### config.mk
export PLATFORM = sky130hd
export DESIGN_NAME = axi_interconnect_crossbar_mresp_route
export DESIGN_NICKNAME = d
export VERILOG_FILES = /design/src/rtl/axi_interconnect_pkg.sv /design/src/rtl/axi_interconnect_resp_skid.sv /design/src/rtl/axi_interconnect_crossbar_mresp_route.sv
export SDC_FILE = /design/constraint.sdc
export NUM_CORES = 1
export LEC_CHECK = 0
export CORE_MARGIN = 5
export CORE_UTILIZATION = 48
export DETAILED_ROUTE_END_ITERATION = 16
export PLACE_DENSITY = 0.81
export SYNTH_ARGS = -nofsm -noshare
export SYNTH_HDL_FRONTEND = slang
export SYNTH_SLANG_ARGS = --single-unit
### constraint.sdc
create_clock -name clk_sys -period 2.35 [get_ports clk_sys]
set_clock_uncertainty 0.15 [all_clocks]
set_input_delay 0.3525 -clock clk_sys [delete_from_list [all_inputs] [get_ports clk_sys]]
set_output_delay 0.3525 -clock clk_sys [all_outputs]
set_load 0.005 [all_outputs]
### src/rtl/axi_interconnect_pkg.sv
// rtl/axi_interconnect_pkg.sv - shared constants and helpers for the crossbar
//
// Purpose: default widths/depths, the position of the slave-index tag within
// a response word, and the LOG2 sizing function used for tag and counter
// widths.
package axi_interconnect_pkg;

  localparam int DEF_WIDTH_RESPINFO  = 48;
  localparam int DEF_NUM_OUTSTANDING = 4;

  // The slave-index tag occupies the low bits of every response word.
  localparam int TAG_LSB = 0;

  // Number of bits needed to represent value (never less than 1), so that
  // LOG2(NUM_SLAVE-1) can encode every slave index and LOG2(N) plus one bit
  // of headroom can hold the count N itself.
  function automatic int LOG2(input int value);
    int bits;
    bits = 1;
    for (int b = 1; b < 31; b++) begin
      if (value >= (1 << b)) bits = b + 1;
    end
    return bits;
  endfunction

endpackage

### src/rtl/axi_interconnect_resp_skid.sv
// rtl/axi_interconnect_resp_skid.sv - 2-entry FIFO skid buffer for one slave port
//
// Purpose: holds up to two response payloads in arrival order.
// Ports:
//   clk_sys, rst_n  clock, asynchronous active-low reset
//   push_valid      write push_data this edge (caller never pushes when full)
//   push_data       payload to store
//   full            both entries occupied
//   head_valid      buffer not empty
//   head_data       oldest payload (0 after reset)
//   pop_ready       consumer takes the head when head_valid is also high
module axi_interconnect_resp_skid #(
  parameter int WIDTH = 48
) (
  input  logic             clk_sys,
  input  logic             rst_n,
  input  logic             push_valid,
  input  logic [WIDTH-1:0] push_data,
  output logic             full,
  output logic             head_valid,
  output logic [WIDTH-1:0] head_data,
  input  logic             pop_ready
);

  logic [WIDTH-1:0] mem [2];
  logic             wr_ptr;
  logic             rd_ptr;
  logic [1:0]       count;
  logic             pop;

  assign pop        = head_valid & pop_ready;
  assign full       = (count == 2'd2);
  assign head_valid = (count != 2'd0);
  assign head_data  = mem[rd_ptr];

  always_ff @(posedge clk_sys or negedge rst_n) begin
    if (!rst_n) begin
      mem[0] <= '0;
      mem[1] <= '0;
      wr_ptr <= 1'b0;
      rd_ptr <= 1'b0;
      count  <= 2'd0;
    end else begin
      if (push_valid) begin
        mem[wr_ptr] <= push_data;
        wr_ptr      <= ~wr_ptr;
      end
      if (pop) rd_ptr <= ~rd_ptr;
      // Push and pop together leave the occupancy unchanged.
      case ({push_valid, pop})
        2'b10:   count <= count + 2'd1;
        2'b01:   count <= count - 2'd1;
        default: count <= count;
      endcase
    end
  end

endmodule

### src/rtl/axi_interconnect_crossbar_mresp_route.sv
// rtl/axi_interconnect_crossbar_mresp_route.sv - steers tagged response beats back to slave ports
//
// Purpose: return-path router at a downstream master port. Each beat carries
// the originating slave index in its low tag bits; the beat is written into
// that slave's 2-entry skid buffer. Out-of-range tags are drained and dropped.
// Optional feature macro: AXI_IC_RESP_CHECK_EN enables per-slave outstanding
// counters, s_os_full and err_unexp; without it those outputs are tied 0.
// Ports:
//   clk_sys, rst_n   clock, asynchronous active-low reset
//   resp_info        {payload, tag}; read mode: payload MSB is the last flag
//   resp_valid       downstream beat valid
//   resp_ready       combinational accept (only the addressed buffer stalls)
//   s_resp_info      per-port payload, tag stripped
//   s_resp_valid     per-port valid
//   s_resp_ready     per-port ready
//   issue_valid      request issued downstream
//   issue_slave      slave index of the issued request
//   s_os_full        port holds NUM_OUTSTANDING open transactions
//   err_unexp        one-cycle pulse on unmatched/out-of-range beat or overflow
module axi_interconnect_crossbar_mresp_route
  import axi_interconnect_pkg::*;
#(
  parameter int MODE_READ       = 1,
  parameter int NUM_SLAVE       = 2,
  parameter int WIDTH_RESPINFO  = DEF_WIDTH_RESPINFO,
  parameter int NUM_OUTSTANDING = DEF_NUM_OUTSTANDING,
  parameter int WIDTH_SLAVE     = LOG2(NUM_SLAVE - 1),
  parameter int WIDTH_OSCNT     = LOG2(NUM_OUTSTANDING),
  parameter int U_DLY           = 1
) (
  input  logic                                clk_sys,
  input  logic                                rst_n,
  input  logic [WIDTH_RESPINFO+WIDTH_SLAVE-1:0] resp_info,
  input  logic                                resp_valid,
  output logic                                resp_ready,
  output logic [NUM_SLAVE*WIDTH_RESPINFO-1:0] s_resp_info,
  output logic [NUM_SLAVE-1:0]                s_resp_valid,
  input  logic [NUM_SLAVE-1:0]                s_resp_ready,
  input  logic                                issue_valid,
  input  logic [WIDTH_SLAVE-1:0]              issue_slave,
  output logic [NUM_SLAVE-1:0]                s_os_full,
  output logic                                err_unexp
);

  localparam int WIDTH_INFO = WIDTH_RESPINFO + WIDTH_SLAVE;
  localparam int NUM_TAG    = 1 << WIDTH_SLAVE;

  if (NUM_SLAVE < 1 || NUM_SLAVE > 4 || NUM_OUTSTANDING < 1 ||
      WIDTH_OSCNT < 1 || U_DLY < 0) begin : g_bad_cfg
    $error("axi_interconnect_crossbar_mresp_route: unsupported parameters");
  end

  logic [WIDTH_SLAVE-1:0]    sel;
  logic [WIDTH_RESPINFO-1:0] payload;
  logic                      last;
  logic                      sel_oob;
  logic                      accept;
  logic                      beat_ok;
  logic [NUM_SLAVE-1:0]      sel_hot;
  logic [NUM_SLAVE-1:0]      buf_full;
  logic [NUM_SLAVE-1:0]      push;
  logic [NUM_TAG-1:0]        full_by_tag;

  assign sel     = resp_info[TAG_LSB +: WIDTH_SLAVE];
  assign payload = resp_info[TAG_LSB + WIDTH_SLAVE +: WIDTH_RESPINFO];
  assign last    = (MODE_READ != 0) ? resp_info[WIDTH_INFO-1] : 1'b1;

  for (genvar i = 0; i < NUM_SLAVE; i++) begin : g_sel
    assign sel_hot[i] = (sel == WIDTH_SLAVE'(i));
  end
  assign sel_oob = ~|sel_hot;

  // Tags with no port behind them read as "not full" so they always drain.
  always_comb begin
    full_by_tag = '0;
    for (int i = 0; i < NUM_SLAVE; i++) full_by_tag[i] = buf_full[i];
  end

  assign resp_ready = ~full_by_tag[sel];
  assign accept     = resp_valid & resp_ready;
  assign push       = (accept & beat_ok) ? sel_hot : '0;

  for (genvar i = 0; i < NUM_SLAVE; i++) begin : g_port
    axi_interconnect_resp_skid #(
      .WIDTH(WIDTH_RESPINFO)
    ) u_skid (
      .clk_sys    (clk_sys),
      .rst_n      (rst_n),
      .push_valid (push[i]),
      .push_data  (payload),
      .full       (buf_full[i]),
      .head_valid (s_resp_valid[i]),
      .head_data  (s_resp_info[i*WIDTH_RESPINFO +: WIDTH_RESPINFO]),
      .pop_ready  (s_resp_ready[i])
    );
  end

`ifdef AXI_IC_RESP_CHECK_EN
  logic [WIDTH_OSCNT:0] os_cnt [NUM_SLAVE];
  logic [NUM_SLAVE-1:0] os_zero;
  logic [NUM_SLAVE-1:0] inc;
  logic [NUM_SLAVE-1:0] dec;
  logic [NUM_SLAVE-1:0] over;

  for (genvar i = 0; i < NUM_SLAVE; i++) begin : g_os
    assign os_zero[i]   = (os_cnt[i] == '0);
    assign inc[i]       = issue_valid & (issue_slave == WIDTH_SLAVE'(i));
    assign dec[i]       = push[i] & last;
    assign s_os_full[i] = (os_cnt[i] == (WIDTH_OSCNT+1)'(NUM_OUTSTANDING));
    // An issue that meets a retire in the same cycle is a net no-op, even
    // at the limit; only an unmatched issue at the limit overflows.
    assign over[i]      = inc[i] & ~dec[i] & s_os_full[i];

    always_ff @(posedge clk_sys or negedge rst_n) begin
      if (!rst_n) begin
        os_cnt[i] <= '0;
      end else if (inc[i] & ~dec[i] & ~s_os_full[i]) begin
        os_cnt[i] <= os_cnt[i] + 1'b1;
      end else if (dec[i] & ~inc[i]) begin
        os_cnt[i] <= os_cnt[i] - 1'b1;
      end
    end
  end

  // A beat for a port with nothing open is unmatched and is dropped.
  assign beat_ok = ~sel_oob & ~|(sel_hot & os_zero);

  always_ff @(posedge clk_sys or negedge rst_n) begin
    if (!rst_n) err_unexp <= 1'b0;
    else        err_unexp <= (accept & ~beat_ok) | (|over);
  end
`else
  logic unused_check;

  assign beat_ok      = ~sel_oob;
  assign s_os_full    = '0;
  assign err_unexp    = 1'b0;
  assign unused_check = ^{issue_valid, issue_slave, last};
`endif

endmodule

==> impl_metrics.tcl <==
set metrics [dict create \
    fin_crit_sh_pct 98.4 \
    first_pass_iters 4 \
    maxCapViolations 0 \
    p_leak_nw 5.27 \
    fp.dieArea_mm2 0.0213 \
    std_cell_rows 49 \
    nets 777 \
    crit_type "reg2out" \
    grt_pass1_vias 5943 \
    slew_headroom_pct 52.9 \
    tightest_slew_ns 0.707 \
    final_util_pct 63.6 \
    syn_to_final_growth_pct 29.6 \
    yosys-top-cells-area "dfrtp_1 56%, mux2_2 29%, mux2_4 6.8%, mux2_1 2.9%, buf_6 0.89%" \
    clockBufferDepth 2 \
    numCtsBuffers 17 \
    ios 158 \
    grt_start_max_net_pins 85 \
    crit_chain "buf_12 > mux2_4 > clkdlybuf4s50_1" \
    mostFrequentLayoutCell "mux2_2" \
    yosysSeqAreaShare_pct 56.4 \
    wirelength_mm 20.3 \
    viasPerCell 5.36 \
    clock-sinks 200 \
    syn_inst 554 \
    netlist_area_mm2 0.00887 \
    fp.dieW_um 146 \
    cellPowerDensity_mw_per_mm2 1450 \
    setup_ws_ns 0.0365 \
    critPathLaunchType "flip-flop" \
    synth_cell_types 27 \
    root_buffer "clkbuf_16" \
    final_cell_mix "212 x mux2_2, 198 x dfrtp_1, 86 x dlygate4sd2_1, 56 x clkdlybuf4s50_1, 53 x mux2_4" \
    endpoint_kind "output pin" \
    path_max_fanout 14 \
    core_area_mm2 0.0181 \
    wire_per_inst_um 21.1 \
    avgSynthCellArea_um2 16.0 \
    port_buffers 152 \
    ir_drop_mv 0.765 \
    fmax_ghz 0.432 \
    n_antenna_cell 0 \
    die_h_um 146 \
    period_needed_ns 2.31 \
    grt_overflow_total 0 \
    hold_violations 0 \
    vias 5150 \
    initial_utilization_pct 49.1 \
    initialDrtViolationCount 181 \
    gp_congestion 0.757 \
    hold_ws_ns 0.337 \
    post_route_cells_drive_above_1_share_pct 45.5 \
    critPathRequiredTime_ns 1.85 \
    outcome "completed" \
    clk_pin_slew_ns 0.07 \
    cts_tree "yes" \
    setup_viol 0 \
    ant_nets 0 \
    hp-class "reg2reg" \
    crit_slowest_cell "dfrtp_2" \
    cp.arrival_ns 1.81 \
    crit_family "buffers and inverters" \
    slew_violations 0 \
    dpl.hpwl_mm 13.2 \
    ys_warn_count 0 \
    synth_top_area_share_pct 56.4 \
    clock_latency_ns 0.43 \
    ys_seq_elements 200 \
    path_buf_inv 2 \
    cpPeakStageDelay_ns 0.45 \
    pre_cts_ws_ns 0.0968 \
    antenna_found_initial 0 \
    netlist.top_cell.by_area "dfrtp_1" \
    htree_num_levels 4 \
    track_usage_pct 19.4 \
    setup_tns_ns 0 \
    drc 0 \
    grt_pass1_wl_mm 32.7 \
]
-- final timing paths --
path,start,end,slack (ns),cells after the start
min in group asynchronous,rst_n,g_port[0].u_skid.mem[42],0.39,2
max in group asynchronous,rst_n,g_port[0].u_skid.mem[53],1.00,3
min,g_port[1].u_skid.mem[87],g_port[1].u_skid.mem[87],0.34,1
max,g_port[0].u_skid.rd_ptr,s_resp_info[35],0.04,3
max reg2reg,g_port[1].u_skid.count[0],g_port[1].u_skid.count[1],0.56,5
min reg2reg,g_port[1].u_skid.mem[87],g_port[1].u_skid.mem[87],0.34,1
-- flip-flops by register name, indices dropped and copies added, names as in the netlist --
register and count:
g_port.u_skid.count 4, g_port.u_skid.mem 192, g_port.u_skid.rd_ptr 2, g_port.u_skid.wr_ptr 2
-- cell type report --
class / count / area [um2]
fillers: 1319 / 6590
flip-flops and latches: 200 / 5010
multi-input cells: 321 / 3700
repair buffers: 179 / 1890
clock buffers: 19 / 453
well taps: 229 / 287
clock inverters: 13 / 158
-- power breakdown --
group,internal (mW),switching (mW)
combinational,4.77,2.66
sequential,5.21,0.977
clock,1.66,1.37
-- cell families (layout without fill, tap and decap cells) --
| family | after synthesis | count (layout) | share of synthesized area [%] |
|---|---|---|---|
| muxes | 288 | 288 | 38.2 |
| DFF | 200 | 200 | 56.4 |
| buffers and inverters | 35 | 211 | 2.67 |
| and+or+nand+nor | 17 | 17 | 1.31 |
| xor gates and xnor gates | 10 | 10 | 0.987 |
| adders and majority gates | 2 | 2 | 0.282 |
| other | 1 | 3 | 0.0423 |
| AOI/OAI and AO/OA | 1 | 1 | 0.0564 |
-- cells in the mapped netlist --
master	count
a21oi_1	1
dfrtp_1	200
nand2b_1	1
clkbuf_1	2
xnor2_1	6
buf_6	7
nand3b_1	1
nand4_1	1
nand2b_4	1
and4bb_1	1
ha_1	2
nand4b_1	1
mux2_4	40
conb_1	1
nand3_1	1
or2_2	2
nand2_1	1
buf_1	4
mux2_1	23
nor2b_1	1
xor2_1	4
nor2_1	3
mux2_2	225
buf_2	12
nor3_2	1
and2_1	2
buf_4	10
-- layer usage --
metal  GRT usage [%]  up-vias  part of all wire, %
li1                -     2307                    -
met1            25.0     2705                   44
met5               0        -                    0
met4            4.94        0                  1.0
met2            32.8      118                   50
met3            4.89       20                  4.9
-- stage by stage --
step,cells,total power [mW],instance area [um2]
2_1_floorplan,556,10.2,8880
3_3_place_gp,920,13.8,10800
3_5_place_dp,920,14.2,10800
4_1_cts,956,16.7,11400
5_1_grt,961,17.6,11500
6_report,961,16.6,11500
-- timing repair --
item	CTS	global route
gates cloned	1	1
pin swaps	0	0
buffers inserted	2	4
endpoints found under the setup margin	96	11
hold endpoints to repair	78	0
hold buffers	1	0
gates resized for setup	103	13
(Power assumes the default switching activity.)
